<file path="src/rtl/cpu_pkg.sv">
// Shared CPU definitions: decode opcodes, forwarding selects and the pipeline stage slot.
package cpu_pkg;

   localparam logic [3:0] OP_NOP   = 4'b0000;
   localparam logic [3:0] OP_ADD   = 4'b0001;
   localparam logic [3:0] OP_SUB   = 4'b0010;
   localparam logic [3:0] OP_AND   = 4'b0011;
   localparam logic [3:0] OP_ORR   = 4'b0100;
   localparam logic [3:0] OP_XOR   = 4'b0101;
   localparam logic [3:0] OP_LSL   = 4'b0110;
   localparam logic [3:0] OP_LOAD  = 4'b0111;
   localparam logic [3:0] OP_STORE = 4'b1000;
   localparam logic [3:0] OP_B     = 4'b1001;
   localparam logic [3:0] OP_BR    = 4'b1010;
   localparam logic [3:0] OP_BGT   = 4'b1011;

   localparam logic [1:0] FWD_RF    = 2'b00;
   localparam logic [1:0] FWD_EXMEM = 2'b01;
   localparam logic [1:0] FWD_MEMWB = 2'b10;

   localparam logic [4:0] ZERO_REG = 5'd31;

   typedef struct packed {
      logic       valid;
      logic [4:0] rd;
      logic       reg_en;
      logic       is_load;
   } stage_info_t;

   // ALU ops, load, store and BR read Rn
   function automatic logic uses_rn(input logic [3:0] op);
      return ((op >= OP_ADD) && (op <= OP_STORE)) || (op == OP_BR);
   endfunction

   // LSL takes a shift immediate, so only the two-operand ALU ops read Rm
   function automatic logic uses_rm(input logic [3:0] op);
      return (op >= OP_ADD) && (op <= OP_XOR);
   endfunction

endpackage

</file>
<file path="src/rtl/sat_counter.sv">
// Saturating up-counter; holds at all-ones instead of wrapping.
module sat_counter #(
   parameter int CNT_W = 16
) (
   input  logic             clk,
   input  logic             rst,
   input  logic             inc,
   output logic [CNT_W-1:0] cnt
);

   always_ff @(posedge clk or posedge rst) begin
      if (rst)
         cnt <= '0;
      else if (inc && (cnt != {CNT_W{1'b1}}))
         cnt <= cnt + 1'b1;
   end

endmodule

</file>
<file path="src/rtl/pipe_hazard_ctrl.sv">
// Hazard/sequencing control for the 5-stage pipe: load-use stalls, branch flushes,
// SRAM freezes and registered EX operand-forwarding selects.
module pipe_hazard_ctrl #(
   parameter int         CNT_W    = 16,
   parameter logic [4:0] ZERO_REG = 5'd31
) (
   input  logic             clk,
   input  logic             rst,
   input  logic             id_valid,
   input  logic [3:0]       id_op,
   input  logic [4:0]       id_Rn,
   input  logic [4:0]       id_Rm,
   input  logic [4:0]       id_Rd,
   input  logic             id_reg_en,
   input  logic             ex_branch_taken,
   input  logic             mem_busy,
   output logic             pc_en,
   output logic             ifid_en,
   output logic             ifid_flush,
   output logic             idex_bubble,
   output logic [1:0]       fwd_a,
   output logic [1:0]       fwd_b,
   output logic [CNT_W-1:0] stall_cnt,
   output logic [CNT_W-1:0] flush_cnt
);
   import cpu_pkg::*;

   stage_info_t ex_s, mem_s, wb_s;
   logic        use_a, use_b, load_use, advance;
   logic        stall_inc, flush_inc;
   logic [1:0]  fwd_a_nxt, fwd_b_nxt;

   function automatic logic slot_match(input stage_info_t s, input logic [4:0] src);
      return s.valid && s.reg_en && (s.rd != ZERO_REG) && (s.rd == src);
   endfunction

   // EX slot is the newest producer, so it is checked first
   function automatic logic [1:0] fwd_sel(input logic used, input logic [4:0] src,
                                          input stage_info_t ex, input stage_info_t mem);
      if (used && slot_match(ex, src))
         return FWD_EXMEM;
      else if (used && slot_match(mem, src))
         return FWD_MEMWB;
      else
         return FWD_RF;
   endfunction

   assign use_a    = uses_rn(id_op);
   assign use_b    = uses_rm(id_op);
   assign load_use = id_valid && ex_s.is_load &&
                     ((use_a && slot_match(ex_s, id_Rn)) || (use_b && slot_match(ex_s, id_Rm)));
   assign advance  = !mem_busy && !ex_branch_taken && !load_use;

   assign fwd_a_nxt = id_valid ? fwd_sel(use_a, id_Rn, ex_s, mem_s) : FWD_RF;
   assign fwd_b_nxt = id_valid ? fwd_sel(use_b, id_Rm, ex_s, mem_s) : FWD_RF;

   always_comb begin
      pc_en       = 1'b1;
      ifid_en     = 1'b1;
      ifid_flush  = 1'b0;
      idex_bubble = 1'b0;
      if (rst) begin
         pc_en       = 1'b0;
         ifid_en     = 1'b0;
         ifid_flush  = 1'b1;
         idex_bubble = 1'b1;
      end else if (mem_busy) begin
         pc_en   = 1'b0;
         ifid_en = 1'b0;
      end else if (ex_branch_taken) begin
         ifid_flush  = 1'b1;
         idex_bubble = 1'b1;
      end else if (load_use) begin
         pc_en       = 1'b0;
         ifid_en     = 1'b0;
         idex_bubble = 1'b1;
      end
   end

   always_ff @(posedge clk or posedge rst) begin
      if (rst) begin
         ex_s  <= '0;
         mem_s <= '0;
         wb_s  <= '0;
         fwd_a <= FWD_RF;
         fwd_b <= FWD_RF;
      end else if (!mem_busy) begin
         wb_s  <= mem_s;
         mem_s <= ex_s;
         if (advance) begin
            ex_s  <= '{valid: id_valid, rd: id_Rd, reg_en: id_reg_en, is_load: (id_op == OP_LOAD)};
            fwd_a <= fwd_a_nxt;
            fwd_b <= fwd_b_nxt;
         end else begin
            ex_s  <= '0;
            fwd_a <= FWD_RF;
            fwd_b <= FWD_RF;
         end
      end
   end

   assign stall_inc = !mem_busy && !ex_branch_taken && load_use;
   assign flush_inc = !mem_busy && ex_branch_taken;

   sat_counter #(.CNT_W(CNT_W)) u_stall_cnt (
      .clk (clk),
      .rst (rst),
      .inc (stall_inc),
      .cnt (stall_cnt)
   );

   sat_counter #(.CNT_W(CNT_W)) u_flush_cnt (
      .clk (clk),
      .rst (rst),
      .inc (flush_inc),
      .cnt (flush_cnt)
   );

endmodule

</file>
<file path="config.mk">
export PLATFORM = sky130hd
export DESIGN_NAME = pipe_hazard_ctrl
export DESIGN_NICKNAME = d
export VERILOG_FILES = /design/src/rtl/cpu_pkg.sv /design/src/rtl/sat_counter.sv /design/src/rtl/pipe_hazard_ctrl.sv
export SDC_FILE = /design/constraint.sdc
export NUM_CORES = 1
export LEC_CHECK = 0
export CAP_MARGIN = 10
export CORE_UTILIZATION = 35
export CTS_CLUSTER_SIZE = 12
export DETAILED_ROUTE_END_ITERATION = 12
export DONT_BUFFER_PORTS = 1
export PLACE_DENSITY = 0.63
export SLEW_MARGIN = 15
export SYNTH_ARGS = -nofsm -noshare
export SYNTH_HDL_FRONTEND = slang
export SYNTH_SLANG_ARGS = --single-unit
</file>
<file path="constraint.sdc">
create_clock -name clk -period 2.1 [get_ports clk]
set_clock_uncertainty 0.05 [all_clocks]
set_input_delay 0.42 -clock clk [delete_from_list [all_inputs] [get_ports clk]]
set_output_delay 0.42 -clock clk [all_outputs]
set_load 0.03 [all_outputs]
</file>
== Word level (Yosys, flattened, before mapping) ==
Index checks and enable logic that the tools add are counted.
Word-level totals
  bits of input ports: 25
  register bits after elaboration: 51
  output and inout bits: 40
  word-level logic and storage cells: 73
Cells by class
  $add $sub $neg: 2
  equality and inequality tests: 10
  muxes and demuxes: 20
  reduce and logical (&&, ||, !) cells: 27
  magnitude comparators: 3
Operators by type and width (count)
  $add A16 B1 Y16 const B: 2
  $ne A16 B16 Y1 const B: 2
  $logic_and A1 B1 Y1: 22
  $eq A5 B5 Y1: 4
  $mux W2: 8
  $mux W1: 11
  $ne A5 B5 Y1 const B: 2
  $mux W8: 1
  $eq A4 B3 Y1 const B: 1
  $eq A4 B4 Y1 const B: 1
  $ge A4 B1 Y1 const B: 1
  $le A4 B3 Y1 const B: 1
  $le A4 B4 Y1 const B: 1
  $logic_not A1 Y1: 3
  $logic_or A1 B1 Y1: 2

== Longest topological paths before layout ==
  depth after elaboration: 10
  depth in mapped cells: 8
  depth with buffers taken out: 7

== By module ==
A second synthesis with hierarchy kept.
Second synthesis, totals
  cell total of the unflattened synthesis: 261
  area, all modules: 2742.6 um^2
By module, submodules not included
  sat_counter: instances 2, area an instance 805.8 um^2, seq. area each 400.4 um^2, cells each 71
  pipe_hazard_ctrl: instances 1, area an instance 1131.1 um^2, seq. area each 475.5 um^2, cells each 119

== Worst setup path before layout ==
No wires, ideal clock.
  kind: input to output
  start point: input id_op[2]
  end point: output pc_en
  path buffers: 1
  cell stages on the path: 7
  path slack: -743 ps
  required time: 1630 ps
  arrival time: 2373 ps
  path through: or4_4 nand2_4 nor4b_4 o211ai_1 nor2_1 nor3_1 buf_4
On the way
  word-level cells in the longest chain between the ends: 10
  elaborated cells on any way between the ends: 15
  those cells by class: order compare (3); eq/ne (1); mux (4); reduce/logical (7)
Ends and longest elaborated chain
  start, declared: RTL line pipe_hazard_ctrl.sv:10  | input logic [3:0] id_op,
  $ge A4 B1 Y1 or $le A4 B4 Y1 (tied branches): RTL line cpu_pkg.sv:32, cpu_pkg.sv:37
  $logic_and A1 B1 Y1: RTL line cpu_pkg.sv:32  | return ((op >= OP_ADD) && (op <= OP_STORE)) || (op == OP_BR);
  $logic_or A1 B1 Y1: RTL line cpu_pkg.sv:32
  $logic_and A1 B1 Y1: RTL line pipe_hazard_ctrl.sv:51  | ((use_a && slot_match(ex_s, id_Rn)) || (use_b && slot_match(ex_s, id_Rm)));
  $logic_or A1 B1 Y1 (*): RTL line pipe_hazard_ctrl.sv:51
  $logic_and A1 B1 Y1 (*): RTL line pipe_hazard_ctrl.sv:50  | assign load_use = id_valid && ex_s.is_load &&
  $mux W1 (*) (4 in series)
  end, declared: RTL line pipe_hazard_ctrl.sv:17  | output logic pc_en,
Mark *: on every way between the ends. The rest lies on a longest branch, timed or not.

== Worst setup path after layout ==
  start point: register ex_s[6] (netlist bit)
  end point: output ifid_en
On the way
  word-level cells in the longest chain between the ends: 10
  elaborated cells on any way between the ends: 14
  those cells by class: eq/ne (3); mux (4); reduce/logical (7)
Ends and longest elaborated chain
  start, declared: RTL line pipe_hazard_ctrl.sv:28  | stage_info_t ex_s, mem_s, wb_s;
  start signal, assigned: RTL line pipe_hazard_ctrl.sv:91  | ex_s <= '{valid: id_valid, rd: id_Rd, reg_en: id_reg_en, is_load: (id_op == OP_LOAD)};
  $ne A5 B5 Y1: RTL line pipe_hazard_ctrl.sv:34  | return s.valid && s.reg_en && (s.rd != ZERO_REG) && (s.rd == src);
  $logic_and A1 B1 Y1 (2 in series): RTL line pipe_hazard_ctrl.sv:34
  $logic_and A1 B1 Y1: RTL line pipe_hazard_ctrl.sv:51
  $logic_or A1 B1 Y1 (*): RTL line pipe_hazard_ctrl.sv:51
  $logic_and A1 B1 Y1 (*): RTL line pipe_hazard_ctrl.sv:50
  $mux W1 (*): RTL line pipe_hazard_ctrl.sv:73  | end else if (load_use) begin
  $mux W1 (*): RTL line pipe_hazard_ctrl.sv:70  | end else if (ex_branch_taken) begin
  $mux W1 (*): RTL line pipe_hazard_ctrl.sv:67  | end else if (mem_busy) begin
  $mux W1 (*): RTL line pipe_hazard_ctrl.sv:62  | if (rst) begin
  end, declared: RTL line pipe_hazard_ctrl.sv:18  | output logic ifid_en,
Marks and branches as above.

==> metrics.md <==
| Metric | Value |
|---|---|
| Mean Syn Cell Area | 10.8 um2 |
| Outcome | finished, violations left |
| Number of CTS-inserted buffers | 5 |
| Ant. Diodes | 0 |
| Final Critical Period | 2.53 ns |
| H-tree depth | 2 |
| Antenna-violating nets left | 0 |
| EDFF count, synth | 0 |
| Slew HR | 65.8% |
| Worst Slack Setup Final | -0.434 ns |
| Area share of the largest cell type after synthesis | 48.9% |
| Startpoint type of the worst setup path | flip-flop |
| Slew Limit Fails | 0 |
| Hpwl dp | 4610 um |
| First-pass GRT wire length | 9640 um |
| Skew-Pair Late Insertion Delay | 0.32 ns |
| Unrepaired setup endpoints after global routing | true |
| Synth top cells by count | 51 x dfrtp_1, 25 x xnor2_1, 24 x xor2_1, 22 x nor2_1, 21 x nand2_1 |
| Vias/cell | 5.03 |
| Via count | 1996 |
| Die width | 88.3 um |
| Met1 usage | 21.2% |
| Period utilisation layout | 121% |
| Die area | 7800 um2 |
| Max Cap Viol | 0 |
| Residual DRC | 0 |
| Clock transition at path regs | 0.10 ns |
| Drt pass-1 iters | 4 |
| Port Buffers | 0 |
| Ys async rst share | 100% |
| Sink Count | 51 |
| Post-layout nets | 324 |
| Root cell of the clock tree | clkbuf_8 |
| Sequential-to-total area share from yosys stat | 48.9% |
| Worst-Margin Slew | 0.511 ns |
| Most frequent cell after synthesis | dfrtp_1 |
| Syn-to-layout area delta | 27.3% |
| YS warnings | 0 |
| Crit path capture type | output pin |
| Worst r2r path cells | 7 |
| Placed insts | 386 |
| F_max | 0.395 GHz |
| # setup viols final | 3 |
| Flip-flop and latch count after synthesis | 51 |
| Cell Rows | 31 |
| Critical path fanouts, max | 4 |
| Vias in the first global route | 1963 |
| Grt ovf | 0 |
| Syn Std Cell Area | 2610 um2 |
| Setup slack, reg-to-reg | 0.02 ns |
| Max Root-Sink Buffers | 2 |
| Busiest layer in global routing | met2 |
| Type of the worst setup path | flip-flop to output pin |
| Sequence of cells on the critical path | and3_4 > a31oi_4 > and4_1 > o211ai_1 > nor2_1 > nor3_4 > buf_12 |
| Final hold viol count | 0 |
| Initial Util | 36.1% |
| Critical Path AT | 2.06 ns |
| Final core occ | 46.0% |
| Share of cells above drive strength 1 | 31.5% |
| DRT Wirelength | 6140 um |
| Hold Path Class | primary input to flip-flop |
| GP Congestion | 0.765 |
| Syn_nets | 269 |
| CP max stage cell | dfrtp_1 |
| Primary FF master, synth | dfrtp_1 |
| Met3 usage | 4.10% |
| Die height | 88.3 um |
| Global Route met2 Usage | 25.5% |
| GR Util All Layers | 16.2% |
| Area after DPL | 3110 um2 |
| WHS Path Cells | 1 |
| Core box area | 7210 um2 |
| WP data required | 1.63 ns |
| VDD IR-drop max | 325 uV |
| Synthesized instance count | 242 |
| DR WL/cell | 15.5 um |
| Pin count of the biggest net entering global routing | 24 |
| TNS Setup | -1.21 ns |
| 1st-iter DRT viols | 37 |
| Pwr dens | 748 nW/um2 |
| Clock tree from TritonCTS | done |
| Largest cells by area after synthesis | dfrtp_1 49%, xnor2_1 8.4%, xor2_1 8.1% |
| DP Worst Slack | -0.169 ns |
| Cell accounting for the most synthesized area | dfrtp_1 |
| Slowest stage delay, CP | 0.44 ns |
| Leak | 1.54 nW |
| Violated checks | setup timing |
| # IOs | 65 |
| Final non-filler cell total | 397 |
| Design area | 3320 um2 |
| Synth unique cells | 39 |
| Initial antenna violation count | 0 |
==> worst max-delay path, delay by kind of cell (launching register included) <==
family                 cells  cell delay, ns
DFF                        1            0.44
buffers and inverters      1            0.17
and+or+nand+nor            4            0.76
AOI/OAI and AO/OA          2            0.39
==> where the power goes <==
part	internal, mW	total [mW]	switching (mW)	leakage, nW
logic	0.208	0.505	0.297	0.793
registers	1.06	1.13	0.0647	0.675
clock network	0.484	0.853	0.369	0.0703
==> routing by layer <==
layer  up-vias  part of all wire (%)
li1        957                     -
met1       987                    45
met4         0                   1.9
met3        10                   4.7
met2        42                    49
met5         -                     0
==> sequential cells by signal (all words and copies together) (netlist names) <==
name,flops
fwd_a,2
u_stall_cnt.cnt,16
u_flush_cnt.cnt,16
ex_s,8
fwd_b,2
mem_s,7
==> stage by stage <==
stage               power [mW]  hold slack (ns)
CTS                       2.50            0.163
floorplan                 1.47            0.421
global route              2.59            0.170
detailed placement        1.64            0.231
finish                    2.48            0.173
global placement          1.63            0.226
==> what timing repair did <==
| action | in CTS | in global routing |
|---|---|---|
| hold buffers | 1 | 0 |
| buffers inserted | 1 | 1 |
| gates resized for setup | 2 | 8 |
| setup endpoints to repair | 4 | 15 |
| hold endpoints to repair | 13 | 0 |
| pin swaps | 2 | 3 |
==> cells in the final DEF (no fill, tap or decap), types with 3 or more instances in the layout <==
cell,Yosys,layout
a22o_1,9,9
nand4_1,12,12
nand3_1,13,13
nor3_2,1,3
clkbuf_8,0,5
nand2_1,21,21
mux2_2,9,9
and3_1,5,4
nor2_1,22,22
dfrtp_2,0,3
dfrtp_1,51,48
nor3_1,8,5
xnor2_1,25,23
xor2_1,24,24
o211ai_1,3,3
buf_4,1,51
inv_1,5,4
==> path summary, 6_finish.rpt <==
kind | startpoint | endpoint
min | id_reg_en | ex_s[1]$_DFFE_PP0N_
min in group asynchronous | rst | u_stall_cnt.cnt[8]$_DFFE_PP0P_
max in group asynchronous | rst | ex_s[3]$_DFFE_PP0N_
min reg2reg | mem_s[7]$_DFFE_PP0N_ | mem_s[7]$_DFFE_PP0N_
max reg2reg | ex_s[6]$_DFFE_PP0N_ | fwd_b[1]$_DFFE_PP0N_
max | ex_s[6]$_DFFE_PP0N_ | ifid_en
==> area by class of cell <==
| cell class | instances | area, um2 |
|---|---|---|
| clock inverter | 3 | 71.3 |
| tap | 99 | 124 |
| timing repair buffer | 53 | 413 |
| sequential | 51 | 1280 |
| multi-input combinational | 181 | 1340 |
| clock buffer | 5 | 68.8 |
| fill | 707 | 3890 |
| inverter | 5 | 18.8 |
==> cell families after synthesis <==
group           synth area share (%)
mux                             4.27
flops                           48.9
buf+inv                         1.68
compound gates                  7.48
fa+ha+maj                      0.960
simple gates                    20.2
xor+xnor                        16.5
Note: power is estimated with default switching activity, not from simulation.
